### src/rtl/sa_drain_ctrl.sv
// Drains the systolic array's result columns (SIZE-1 down to 0) into the output buffer over valid/ready.
// Optional macro SA_DRAIN_RELU_EN clamps negative signed elements to zero on capture.
module sa_drain_ctrl #(
    parameter int WIDTH = 8,
    parameter int SIZE  = 32
) (
    input  logic                             clock,
    input  logic                             reset,
    input  logic                             start,
    input  logic [SIZE-1:0][WIDTH-1:0]       sa_data_out,
    output logic [SIZE-1:0]                  sa_carry_en,
    output logic                             ob_valid,
    input  logic                             ob_ready,
    output logic [SIZE-1:0][WIDTH-1:0]       ob_data,
    output logic [$clog2(SIZE)-1:0]          ob_col,
    output logic                             busy,
    output logic                             done
);

    localparam int COL_W = $clog2(SIZE);
    localparam logic [COL_W-1:0] LAST_COL = COL_W'(SIZE - 1);
    localparam logic [COL_W-1:0] ONE_COL  = COL_W'(1);

    typedef enum logic [2:0] {
        IDLE    = 3'd0,
        LOAD    = 3'd1,
        PRESENT = 3'd2,
        SHIFT   = 3'd3,
        DONE    = 3'd4
    } state_t;

    state_t                       state_q;
    logic [COL_W-1:0]             k_q;
    logic                         carry_q;
    logic                         valid_q;
    logic [SIZE-1:0][WIDTH-1:0]   data_q;
    logic [COL_W-1:0]             col_q;
    logic                         busy_q;
    logic                         done_q;
    logic [SIZE-1:0][WIDTH-1:0]   capture_d;

`ifdef SA_DRAIN_RELU_EN
    function automatic logic [WIDTH-1:0] relu_elem(input logic [WIDTH-1:0] v);
        logic [WIDTH-1:0] r;
        if (v[WIDTH-1]) begin
            r = '0;
        end else begin
            r = v;
        end
        return r;
    endfunction

    // Capture value for LOAD: negative elements clamp to zero
    always_comb begin
        capture_d = '0;
        for (int r = 0; r < SIZE; r++) begin
            capture_d[r] = relu_elem(sa_data_out[r]);
        end
    end
`else
    // Capture value for LOAD: elements pass bit-exact
    always_comb begin
        capture_d = sa_data_out;
    end
`endif

    // Drain sequencer with registered outputs
    always_ff @(posedge clock or posedge reset) begin
        if (reset) begin
            state_q <= IDLE;
            k_q     <= '0;
            carry_q <= 1'b0;
            valid_q <= 1'b0;
            data_q  <= '0;
            col_q   <= '0;
            busy_q  <= 1'b0;
            done_q  <= 1'b0;
        end else begin
            case (state_q)
                IDLE: begin
                    carry_q <= 1'b0;
                    done_q  <= 1'b0;
                    if (start) begin
                        k_q     <= '0;
                        busy_q  <= 1'b1;
                        state_q <= LOAD;
                    end else begin
                        busy_q  <= 1'b0;
                        state_q <= IDLE;
                    end
                end
                LOAD: begin
                    data_q  <= capture_d;
                    col_q   <= LAST_COL - k_q;
                    valid_q <= 1'b1;
                    state_q <= PRESENT;
                end
                PRESENT: begin
                    // Hold the beat stable until the buffer takes it
                    if (ob_ready) begin
                        valid_q <= 1'b0;
                        if (k_q == LAST_COL) begin
                            done_q  <= 1'b1;
                            state_q <= DONE;
                        end else begin
                            carry_q <= 1'b1;
                            state_q <= SHIFT;
                        end
                    end else begin
                        valid_q <= 1'b1;
                        state_q <= PRESENT;
                    end
                end
                SHIFT: begin
                    carry_q <= 1'b0;
                    k_q     <= k_q + ONE_COL;
                    state_q <= LOAD;
                end
                DONE: begin
                    done_q  <= 1'b0;
                    busy_q  <= 1'b0;
                    state_q <= IDLE;
                end
                default: begin
                    state_q <= IDLE;
                    k_q     <= '0;
                    carry_q <= 1'b0;
                    valid_q <= 1'b0;
                    busy_q  <= 1'b0;
                    done_q  <= 1'b0;
                end
            endcase
        end
    end

    assign sa_carry_en = {SIZE{carry_q}};
    assign ob_valid    = valid_q;
    assign ob_data     = data_q;
    assign ob_col      = col_q;
    assign busy        = busy_q;
    assign done        = done_q;

endmodule

### config.mk
export PLATFORM = sky130hd
export DESIGN_NAME = sa_drain_ctrl
export DESIGN_NICKNAME = d
export VERILOG_FILES = /design/src/rtl/sa_drain_ctrl.sv
export SDC_FILE = /design/constraint.sdc
export NUM_CORES = 1
export LEC_CHECK = 0
export BUFFER_PORTS_ARGS = -buffer_cell sky130_fd_sc_hd__buf_2
export CORE_AREA = 2 2 216 218
export DETAILED_ROUTE_END_ITERATION = 8
export DIE_AREA = 0 0 218 220
export GPL_TIMING_DRIVEN = 0
export PLACE_DENSITY_LB_ADDON = 0.05
export RECOVER_POWER = 100
export SETUP_SLACK_MARGIN = 0.05
export SYNTH_ARGS = -nofsm -noshare
export SYNTH_HDL_FRONTEND = slang
export SYNTH_SLANG_ARGS = --single-unit
export TNS_END_PERCENT = 5
### constraint.sdc
create_clock -name clock -period 9.32 [get_ports clock]
set_clock_uncertainty 0.2 [all_clocks]
set_input_delay 2.33 -clock clock [delete_from_list [all_inputs] [get_ports clock]]
set_output_delay 2.33 -clock clock [all_outputs]
set_load 0.03 [all_outputs]
Word level (Yosys, flattened, before mapping) --
Cells that the tools add are included. Widths: inputs -> output; s select.
Storage, ports and cells: register bits 273, output and inout bits 296, logic and storage cells 78
Cells by class: $add $sub $neg 2, equality and inequality tests 9, mux-type cells 16, bitwise gates (word level) 3, reduce and logical (&&, ||, !) cells 9
Operators by type and width (count):
- $pmux 5 s3 | 1
- $pmux 3 s4 | 1
- $reduce_or 3->1 | 3
- $ne 2x2->1 const B | 4
- $mux 1 | 7
- $eq 3x2->1 const B | 2
- $mux 3 | 2
- $pmux 1 s2 | 3
- $reduce_and 3->1 | 2
- $add 5x1->5 const B | 1
- $eq 5x5->1 const B | 1
- $mux 5 | 1
- $sub 5x5->5 const A | 1
- $reduce_or 2->1 | 2
- $eq 3x1->1 const B | 1
- $eq 3x3->1 const B | 1
- $logic_not 3->1 | 1
- $not 1->1 | 3
- $pmux 1 s3 | 1
- $reduce_and 2->1 | 1

Longest topological paths before layout --
depth in word-level cells 4, depth in mapped cells 7, gate-level depth less buffers 6

Least setup slack after synthesis --
Ideal clock, no wire load.
path kind register to output, start point register carry_q, end point output sa_carry_en[0], data arrival time 1.091 ns, data required time 6.790 ns, slack 5.699 ns, stages on the path, launching flop included 2, path buffers 1, cells stage by stage dfrtp_1 > buf_4
RTL lines:
- start, declared | line 34 | logic carry_q;
- start signal, assigned | line 72 | carry_q <= 1'b0;
- start signal, assigned | line 81 | carry_q <= 1'b0;
- start signal, assigned | line 106 | carry_q <= 1'b1;
- end, declared | line 11 | output logic [SIZE-1:0] sa_carry_en,
No word-level cell between the ends.

==> impl_metrics.json <==
{
  "outcome": "finished with violations",
  "violations": "max-capacitance violations, max-slew violations",
  "htreeDepth": 2,
  "rsz0062_at_grt": "no",
  "die_y_um": 220,
  "die-area_mm2": 0.0480,
  "drcViolationCount": 0,
  "synth_top_family_by_area": "simple AND/OR/NAND/NOR gates",
  "wl_per_cell_um": 17.0,
  "antenna_left": 0,
  "cts.sinks": 273,
  "grt_max_degree": 38,
  "syn-cell-area_mm2": 0.0109,
  "syn_avg_cell_area_um2": 9.02,
  "grt_pass1_vias": 9701,
  "synthesis.nets": 1469,
  "fin_setup_tns_ns": 0,
  "drt-initial-drc-count": 464,
  "finalHoldViolCount": 0,
  "coreArea_mm2": 0.0459,
  "path_cells": "buf_2 > clkinvlp_2 > clkbuf_1 > clkbuf_1",
  "insertion_delay_ns": 0.53,
  "synth_edf_count": 0,
  "final_nets": 2070,
  "numCtsBuffers": 35,
  "critPathSlowestCell": "clkbuf_1",
  "crit_required_ns": 9.32,
  "cp_max_fo": 37,
  "max_freq_mhz": 179,
  "clk_pin_slew_ns": 0.05,
  "fin_crit_ns": 5.60,
  "slew-limit-headroom_pct": -39.0,
  "yosysUniqueCellTypes": 33,
  "grt.total_usage_pct": 16.9,
  "first_pass_iters": 6,
  "clk_path_buf_depth": 3,
  "hpwl_um": 32000,
  "arrival_ns": 5.60,
  "synth_compound_area_share_pct": 1.55,
  "vias": 9753,
  "io_pins": 556,
  "yosysWarnings": 0,
  "cts_setup_buffers": 0,
  "synth_adder_area_share_pct": 0.345,
  "synthesis.instances": 1206,
  "peakVddDrop_uv": 168,
  "p_per_area_mw_per_mm2": 450,
  "layout-drive-gt1-share_pct": 22.0,
  "cts_tree": "yes",
  "yosysSeqAreaShare_pct": 62.8,
  "worstSetupStartpointType": "input port",
  "post-place-cells": 2377,
  "post_cts_resized": 0,
  "setup_viol": 0,
  "drt_wl_total_um": 41500,
  "fin_cells": 2441,
  "grt_first_pass_wirelength_um": 61100,
  "synth_xor_xnor_area_share_pct": 0,
  "antenna_found_initial": 7,
  "worstMarginPinSlew_ns": 2.08,
  "portBuffers": 555,
  "fin_crit_sh_pct": 60.1,
  "grt_overflow": 0,
  "p_leak_nw": 8.14,
  "endpoint_kind": "async pin",
  "synth-simple-area-share_pct": 28.2,
  "muxShareOfSynthArea_pct": 0.276,
  "rows": 79,
  "cts.hold.buffers_added": 0,
  "synthArstFlopShare_pct": 100,
  "report.final.slew_viol_count": 146,
  "synth_seq_cells": 273,
  "hold_class": "flop to flop",
  "num-fill-cells": 5106,
  "cpMostUsedCell": "clkbuf_1",
  "root_buffer": "clkbuf_16",
  "via_per_inst": 4.00,
  "critPathKind": "input port to async pin",
  "initial_utilization_pct": 23.7,
  "syn2layout_area_growth_pct": 39.4,
  "cap_violations": 4,
  "synth-main-ff-cell": "dfrtp_1",
  "critPathMaxStageDelay_ns": 1.56,
  "gp_congestion": 0.778,
  "die_w_um": 218
}
cell usage after synthesis (3+ instances only):
cell        n  area [um2]
clkbuf_1    4        15.0
nand2_1   778        2920
ha_1        3        37.5
buf_6      28         315
inv_1       3        11.3
a21oi_1     6        30.0
mux2i_1     3        30.0
a21o_1      3        22.5
o21ai_0     9        45.0
buf_4      32         240
buf_2      31         155
dfrtp_1   273        6830
nand2b_1    3        18.8
nand3_1     6        30.0
metrics by stage:
step	hold WS [ns]	instance area (um2)	power (mW)	setup slack (ns)	utilization, %
after floorplan	0.306	10900	4.55	3.18	-
after global placement	0.253	14400	5.80	0.810	31.4
after detailed placement	0.257	14600	5.82	5.38	31.8
after CTS	0.271	15700	7.16	4.80	34.2
after global routing	0.289	15200	7.37	2.96	33.1
final	0.269	15200	6.83	3.72	33.1
kinds of logic after synthesis:
group	Yosys count
AO/OA/AOI/OAI	27
adder cells (fa/ha/maj)	3
flip-flops	273
buffers and inverters	99
multiplexers	3
AND/OR/NAND/NOR	801
registers in the layout, indices dropped and copies added, names as in the netlist:
signal	cells
busy	1
ob_data	256
done	1
ob_valid	1
ob_col	5
carry_q	1
k_q	5
state_q	3
layout by cell type (no fill, tap or decap), drive strengths merged, types with 3 or more instances in the layout:
| cell type | instances |
|---|---|
| a21o | 3 |
| a21oi | 6 |
| buf | 320 |
| clkbuf | 393 |
| clkinv | 4 |
| clkinvlp | 3 |
| dfrtp | 273 |
| diode | 4 |
| ha | 3 |
| inv | 3 |
| mux2i | 3 |
| nand2 | 778 |
| nand2b | 3 |
| nand3 | 6 |
| o21ai | 9 |
worst paths after layout:
check                           slack, ns  cells after the start          from               to
worst min-delay path                 0.27                      2  ob_data[184]     ob_data[184]
min in group asynchronous            1.75                      2         reset      ob_data[25]
max in group clock                   4.86                      2       carry_q  sa_carry_en[26]
worst max-delay path                 3.72                      4         reset     ob_data[186]
worst min register to register       0.27                      2  ob_data[184]     ob_data[184]
worst max register to register       6.01                      6    state_q[2]     ob_data[162]
report_power, final:
part / internal, mW / leakage (nW) / switching (mW)
combinational: 0.877 / 4.25 / 2.57
sequential: 1.77 / 3.36 / 0.321
clock: 0.762 / 0.527 / 0.521
total: 3.41 / 8.14 / 3.42
metal layers:
metal | part of all wire [%] | track usage, % | vias up
met2 | 47 | 27.6 | 330
met5 | 0.067 | 0 | -
li1 | - | - | 4840
met4 | 2.1 | 4.47 | 6
met3 | 9.3 | 6.87 | 50
met1 | 41 | 20.5 | 4527
worst max-delay path: cells and delay by family:
kind,cells,cell delay [ns]
buf+inv,4,3.22
final cells by class:
cell class	instances	area [um2]	area share, %
flip-flops and latches	273	6830	45.0
multi-input cells	834	3310	21.8
repair buffers	564	2480	16.3
clock buffers	53	1030	6.81
well taps	607	759	5.01
plain buffers	96	693	4.57
clock inverters	7	43.8	0.289
inverters	3	12.5	0.0825
diodes	4	10.0	0.0660
(Power assumes the default switching activity.)
